==> config.mk <==
export PLATFORM = sky130hd
export DESIGN_NAME = tick_counter_fsm
export DESIGN_NICKNAME = d
export VERILOG_FILES = /design/src/rtl/tick_counter_pkg.sv /design/src/rtl/tick_counter_fsm_seg7_decoder.sv /design/src/rtl/tick_counter_fsm.sv
export SDC_FILE = /design/constraint.sdc
export NUM_CORES = 1
export LEC_CHECK = 0
export CORE_ASPECT_RATIO = 1.2
export CORE_MARGIN = 8
export CORE_UTILIZATION = 42
export CTS_CLUSTER_SIZE = 28
export DETAILED_ROUTE_END_ITERATION = 6
export PLACE_DENSITY = 0.8
export SYNTH_ARGS = -nofsm -noshare
export SYNTH_HDL_FRONTEND = slang
export SYNTH_SLANG_ARGS = --single-unit
==> constraint.sdc <==
create_clock -name clk -period 2.9 [get_ports clk]
set_input_delay 0.58 -clock clk [delete_from_list [all_inputs] [get_ports clk]]
set_output_delay 0.58 -clock clk [all_outputs]
set_load 0.1 [all_outputs]
==> src/rtl/tick_counter_pkg.sv <==
// Shared definitions for the tick counter block: FSM state encoding,
// active-low 7-segment digit patterns and the load clamp helper.
package tick_counter_pkg;

    typedef enum logic [1:0] {
        IDLE  = 2'd0,
        RUN   = 2'd1,
        PAUSE = 2'd2
    } state_e;

    // Segment order {g,f,e,d,c,b,a}, active low.
    localparam logic [6:0] SEG_0 = 7'b1000000;
    localparam logic [6:0] SEG_1 = 7'b1111001;
    localparam logic [6:0] SEG_2 = 7'b0100100;
    localparam logic [6:0] SEG_3 = 7'b0110000;
    localparam logic [6:0] SEG_4 = 7'b0011001;
    localparam logic [6:0] SEG_5 = 7'b0010010;
    localparam logic [6:0] SEG_6 = 7'b0000010;
    localparam logic [6:0] SEG_7 = 7'b1111000;
    localparam logic [6:0] SEG_8 = 7'b0000000;
    localparam logic [6:0] SEG_9 = 7'b0010000;
    localparam logic [6:0] SEG_A = 7'b0001000;
    localparam logic [6:0] SEG_B = 7'b0000011;
    localparam logic [6:0] SEG_C = 7'b1000110;
    localparam logic [6:0] SEG_D = 7'b0100001;
    localparam logic [6:0] SEG_E = 7'b0000110;
    localparam logic [6:0] SEG_F = 7'b0001110;

    function automatic logic [3:0] clamp_load(input logic [3:0] val,
                                              input logic [3:0] max_val);
        return (val > max_val) ? max_val : val;
    endfunction

endpackage

==> src/rtl/tick_counter_fsm_seg7_decoder.sv <==
// Combinational hex digit decoder: 4-bit value to active-low {g,f,e,d,c,b,a}.
module seg7_decoder
    import tick_counter_pkg::*;
(
    input  logic [3:0] value_i,
    output logic [6:0] seg_o
);

    always_comb begin
        seg_o = SEG_0;
        unique case (value_i)
            4'h0: seg_o = SEG_0;
            4'h1: seg_o = SEG_1;
            4'h2: seg_o = SEG_2;
            4'h3: seg_o = SEG_3;
            4'h4: seg_o = SEG_4;
            4'h5: seg_o = SEG_5;
            4'h6: seg_o = SEG_6;
            4'h7: seg_o = SEG_7;
            4'h8: seg_o = SEG_8;
            4'h9: seg_o = SEG_9;
            4'hA: seg_o = SEG_A;
            4'hB: seg_o = SEG_B;
            4'hC: seg_o = SEG_C;
            4'hD: seg_o = SEG_D;
            4'hE: seg_o = SEG_E;
            4'hF: seg_o = SEG_F;
        endcase
    end

endmodule

==> src/rtl/tick_counter_fsm.sv <==
// Run-controlled modulo (COUNT_MAX+1) counter advanced by divider ticks,
// with start/stop/load control, direction select, wrap pulse and HEX drive.
module tick_counter_fsm
    import tick_counter_pkg::*;
#(
    parameter int unsigned COUNT_MAX = 15
) (
    input  logic       clk,
    input  logic       reset,
    input  logic       tick,
    input  logic       start,
    input  logic       stop,
    input  logic       load,
    input  logic [3:0] load_val,
    input  logic       dir,
    output logic [3:0] count,
    output logic       running,
    output logic       wrap,
    output logic [6:0] hex
);

    localparam logic [3:0] MAX_C = 4'(COUNT_MAX);

    state_e     state_q;
    logic [3:0] count_q;
    logic       running_q;
    logic       wrap_q;

    logic [3:0] step_count_d;
    logic       step_wrap_d;

    always_comb begin
        step_count_d = count_q;
        step_wrap_d  = 1'b0;
        if (dir) begin
            if (count_q == MAX_C) begin
                step_count_d = '0;
                step_wrap_d  = 1'b1;
            end else begin
                step_count_d = count_q + 4'd1;
            end
        end else begin
            if (count_q == '0) begin
                step_count_d = MAX_C;
                step_wrap_d  = 1'b1;
            end else begin
                step_count_d = count_q - 4'd1;
            end
        end
    end

    // Priority: reset > load > stop > start > tick; start/stop only act per state.
    always_ff @(posedge clk) begin
        if (reset) begin
            state_q   <= IDLE;
            count_q   <= '0;
            running_q <= 1'b0;
            wrap_q    <= 1'b0;
        end else begin
            wrap_q <= 1'b0;
            if (load) begin
                count_q   <= clamp_load(load_val, MAX_C);
                state_q   <= IDLE;
                running_q <= 1'b0;
            end else begin
                case (state_q)
                    RUN: begin
                        if (stop) begin
                            state_q   <= PAUSE;
                            running_q <= 1'b0;
                        end else if (tick) begin
                            count_q <= step_count_d;
                            wrap_q  <= step_wrap_d;
                        end
                    end
                    IDLE, PAUSE: begin
                        if (start && !stop) begin
                            state_q   <= RUN;
                            running_q <= 1'b1;
                        end
                    end
                    default: begin
                        state_q   <= IDLE;
                        running_q <= 1'b0;
                    end
                endcase
            end
        end
    end

    seg7_decoder u_seg7 (
        .value_i (count_q),
        .seg_o   (hex)
    );

    assign count   = count_q;
    assign running = running_q;
    assign wrap    = wrap_q;

endmodule

Yosys cells after proc, flatten, opt, wreduce, memory -nomap -nowiden
Memories as Yosys holds them, arrays and structs flattened. A register that Yosys moved wholly into a read port is not among the register bits. Cells that the tools add are included.

Reduce and logical (&&, ||, !) cells: 11. Equal/unequal tests: 6. Bitwise gates (word level): 2. Add/subtract/negate cells: 2. Multiplexer cells: 19. Magnitude comparators: 1.

Operators with widths (number): two-way mux 4 bit (10); two-way mux 1 bit (5); OR reduction 5 bit (1); adder 4 x 1 -> 4 bit, second input constant (1); equality test 4 bit, second input constant (1); > comparator 4 bit, second input constant (1); logical NOT 4 bit (1); two-way mux 2 bit (2); != test 2 bit, second input constant (2); case mux 2 bit (2 select lines) (1); nonzero test 2 bit (2); OR reduction 2 bit (2); subtractor 4 x 1 -> 4 bit, second input constant (1); AND reduction 3 bit (1); equality test 2 x 1 -> 1 bit, second input constant (1); equality test 2 bit, second input constant (1); logical NOT 2 bit (1); != test 2 x 1 -> 1 bit, second input constant (1); NOT 1 bit (2); case mux 1 bit (2 select lines) (1); AND reduction 2 bit (1); logical AND 1 bit (1); logical NOT 1 bit (1).

Memories kept: 1. Output and inout port bits: 13. Register bits: 8. Bits in read-only memories: 112.

Memories: (no name shown) (depth 16, width 7, read ports 1, clocked after memory_dff 1, write ports 0, RTL line tick_counter_fsm_seg7_decoder.sv:11) `unique case (value_i)`.

Depth between registers and ports, before layout
Depth in word-level cells: 9. Mapped depth: 12.

By module
Synthesis repeated with hierarchy kept, for this count alone.

Cell total of the unflattened synthesis: 88. Area total of the unflattened synthesis: 701.9 sq um.

By module, submodules not included: tick_counter_fsm (times used 1, area an instance 449.2 sq um, cells an instance 57, sequential area each 140.1 sq um); seg7_decoder (times used 1, area an instance 252.7 sq um, cells an instance 31, sequential area each 0.0 sq um).

Worst setup path before layout
No wires, ideal clock.

Path type: reg-to-reg. Start point: register count_q[0] (netlist: count[0]). End point: register, netlist name u_seg7.seg_o[0]. Path slack: -0.490 ns. Arrival time: 3.268 ns. Stages on the path, launching flop included: 12. Period minus slack after synthesis: 3.390 ns. Cells stage by stage: dfxtp_1 > inv_1 > ha_1 > xnor2_1 > nand2_1 > a311oi_1 > inv_1 > ha_1 > inv_1 > a31oi_1 > o211a_1 > a311o_1.

Word-level cells in the longest chain between the ends: 9. Elaborated cells between the ends (all ways): 13. Those cells by class: add/sub (2); eq/ne (1); mux (9); reduce/logical (1).

RTL lines: start: declaration (RTL line tick_counter_fsm.sv:25) `logic [3:0] count_q;`; start signal: assignment (RTL line tick_counter_fsm.sv:62) `count_q <= clamp_load(load_val, MAX_C);`; start signal: assignment (RTL line tick_counter_fsm.sv:72) `count_q <= step_count_d;`; subtractor 4 x 1 -> 4 bit, or another cell as far along (RTL line tick_counter_fsm.sv:47) `step_count_d = count_q - 4'd1;`; two-way mux 4 bit, on equally long branches (RTL line tick_counter_fsm.sv:43, tick_counter_fsm.sv:36); two-way mux 4 bit (RTL line tick_counter_fsm.sv:35) `if (dir) begin`; two-way mux 4 bit (RTL line tick_counter_fsm.sv:71) `end else if (tick) begin`; two-way mux 4 bit (RTL line tick_counter_fsm.sv:68) `if (stop) begin`; two-way mux 4 bit (RTL line tick_counter_fsm.sv:66) `case (state_q)`; two-way mux 4 bit (RTL line tick_counter_fsm.sv:61) `if (load) begin`; two-way mux 4 bit (no line) * (2 in a row).

Mark *: on every way between the ends. The rest lies on a longest branch, timed or not. The select of a mux whose other input is x is not followed. A chain may end at the register's enable or synchronous reset.

Worst setup path after layout
Start point: input dir. End point: register, netlist name u_seg7.seg_o[0].

Word-level cells in the longest chain between the ends: 7.

RTL lines: start: declaration (RTL line tick_counter_fsm.sv:15) `input logic dir,`; two-way mux 4 bit (RTL line tick_counter_fsm.sv:35); two-way mux 4 bit (RTL line tick_counter_fsm.sv:71); two-way mux 4 bit (RTL line tick_counter_fsm.sv:68); two-way mux 4 bit (RTL line tick_counter_fsm.sv:66); two-way mux 4 bit (RTL line tick_counter_fsm.sv:61); two-way mux 4 bit (no line) (2 in a row).

Every way passes these cells. The select of a mux whose other input is x is not followed.

==> run metrics <==
status=completed; I/O pins=24; final instance area=1440 um^2; clock transition at the registers of the reported paths=90 ps; max_cap viols=0; via density per instance=5.72; cells after synthesis=119; WL met1=1260 um; Slew @ Worst Pin=617 ps; die span in x=62.3 um; Fillers=225; min Tclk post-route=2770 ps; Longest Clk Path Bufs=2; area growth from synthesis to layout=33.4%; commonest non-fill, non-tap cells in the layout=30 x buf_4, 13 x dfxtp_1, 10 x inv_1, 10 x clkdlybuf4s50_1; Nets=177; hpwl dp=2290 um; initial DRC count=112; met2 WL=1590 um; CP endpoint kind=register; number of setup violations in the final report=0; Yosys cell types=48; Synth Warn #=0; Final Core Density=57.6%; wire per inst=16.0 um; drt pass-1 iters=4; Data required, critical path=3090 ps; pwr dens=453 nW/um^2; antenna-violating nets left=0; Synth async-reset ratio=0%; Synth Register Bits=15; RSZ-0062 raised after global routing=no; setup bufs post-CTS=0; post-cts sizing count=0; Critical Path Fanout Max=4; input/output buffers=23; # hold bufs at CTS=0; Critical R2R Capture=u_seg7.seg_o[0]; worst ir drop on vdd=0.000193 V; Post-synth EDFFs=0; FF-to-FF path depth=11; DR WL met3=123 um; via count=1087; Remaining DRCs=0; die area=4460 um^2; commonest non-fill, non-tap cell in the layout=buf_4; Mapped Nets=138; CTS tree=built; GP Congestion=0.927; Final Slew Violations=0; DP Area=1410 um^2; antenna cells=0; Worst Hold Depth=2; Clk Latency, worst-skew pair=290 ps; Fin. Hold Viols=0; via count of the first global-routing pass=1135; Seq/Total Area, Yosys=27.8%; R2R Setup Slk=310 ps; die height=71.5 um; initial antenna violation count=0; CTS Buf Count=3; core area=2500 um^2; row count=20; Max Clock Skew=1.38 ps; Setup Crit Path Kind=in -> reg; syn_area_per_cell=9.07 um^2; reg2reg start=count[0]; Initial Util=43.2%; first-pass GRT wire length=5140 um; CTS Root Cell=clkbuf_4; min-delay src=running; gr ovfl total=0; Static Leakage=0.621 nW; DR top layer=met4; Mapped Area=1080 um^2; Num Clock Sinks=15; Hold Path Class=reg -> reg; GRT Overall Usage=13.8%; largest net degree at the start of global routing=14; Worst Hold End=running; Final period util=95.4%; H-Tree Depth=1; Data arrival, critical path=2960 ps; Final Routed Wirelength=3040 um; Achievable Freq=0.361 GHz; share of cells above drive strength 1=29.3%; CP Launch Type=primary input; Most used DFF post-synth=dfxtp_1; Max-slew headroom=58.7%
worst max-delay path by stage:
stage,from,to,depth (start not counted)
floorplan,count[2],u_seg7.seg_o[0],11
global placement,dir,u_seg7.seg_o[0],11
detailed placement,dir,u_seg7.seg_o[0],11
CTS,dir,u_seg7.seg_o[0],11
global route,dir,u_seg7.seg_o[0],11
finish,dir,u_seg7.seg_o[0],11
layout make-up:
| type | instances | area (um^2) | share of cell area (%) |
|---|---|---|---|
| flip-flops and latches | 15 | 308 | 21.4 |
| multi-input cells | 87 | 698 | 48.5 |
| repair buffers | 40 | 325 | 22.6 |
| inverters | 11 | 41.3 | 2.87 |
| clock buffers | 4 | 26.3 | 1.82 |
| well taps | 33 | 41.3 | 2.87 |
state kept, by name, summed over array words and instances, names as in the netlist:
signal and cells:
state_q 2, u_seg7.seg_o 7, wrap 1, count 4, running 1
power breakdown:
group	leakage, nW	internal (mW)	switching, mW
combinational	0.481	0.0905	0.201
sequential	0.125	0.223	0.0150
clock	0.0150	0.0536	0.0694
layer usage:
| metal | global-route usage [%] | up-vias |
|---|---|---|
| li1 | - | 525 |
| met1 | 14.7 | 519 |
| met2 | 25.6 | 36 |
| met3 | 1.72 | 7 |
| met4 | 7.61 | 0 |
| met5 | 0 | - |
cell usage after synthesis (2+ instances only):
library cell  count  share of area (%)
nor2_1            8                2.8
nor3_1            3                1.4
a21oi_1           4                1.9
a211oi_1          4                2.8
nand2b_1          3                1.7
nand3b_1          2                1.4
nand2_1           5                1.7
nor4_1            3                1.7
nand4_1           3                1.7
inv_1            10                3.5
a311oi_1          2                1.6
and4_1            2                1.6
clkbuf_1          2               0.70
nand3_1           4                1.9
a211o_1           3                2.4
a31oi_1           2                1.2
o31ai_1           3                2.1
dfxtp_1          15                 28
buf_6             3                3.1
nand4b_1          2                1.6
ha_1              8                9.3
a41oi_1           2                1.6
metrics by stage:
step	power (mW)	setup slack (ps)	std cells	hold WS (ps)	TNS [ps]
3_5_place_dp	0.530	-131	186	532	-234
2_1_floorplan	0.452	49.9	119	572	0
3_3_place_gp	0.523	-54.7	186	532	-101
4_1_cts	0.654	165	190	555	0
6_report	0.652	132	190	559	0
5_1_grt	0.682	32.6	190	617	0
critical path, cell delays in order:
cell	delay [ps]
clkdlybuf4s50_1	480
buf_4	180
xnor2_1	180
nand2_1	100
a311oi_1	390
inv_1	150
ha_1	210
inv_1	80
a31oi_1	60
o211a_1	250
a311o_1	300
logic make-up (layout without fill, tap and decap cells):
family	count (synthesis)	count (layout)	synth area share (%)
AOI/OAI and AO/OA	32	32	25.7
xor gates and xnor gates	1	1	0.811
adders and majority gates	8	8	9.27
buffers and inverters	17	55	8.11
DFF	15	15	27.8
muxes	3	3	3.36
and+or+nand+nor	43	43	24.9
(Power assumes the default switching activity.)
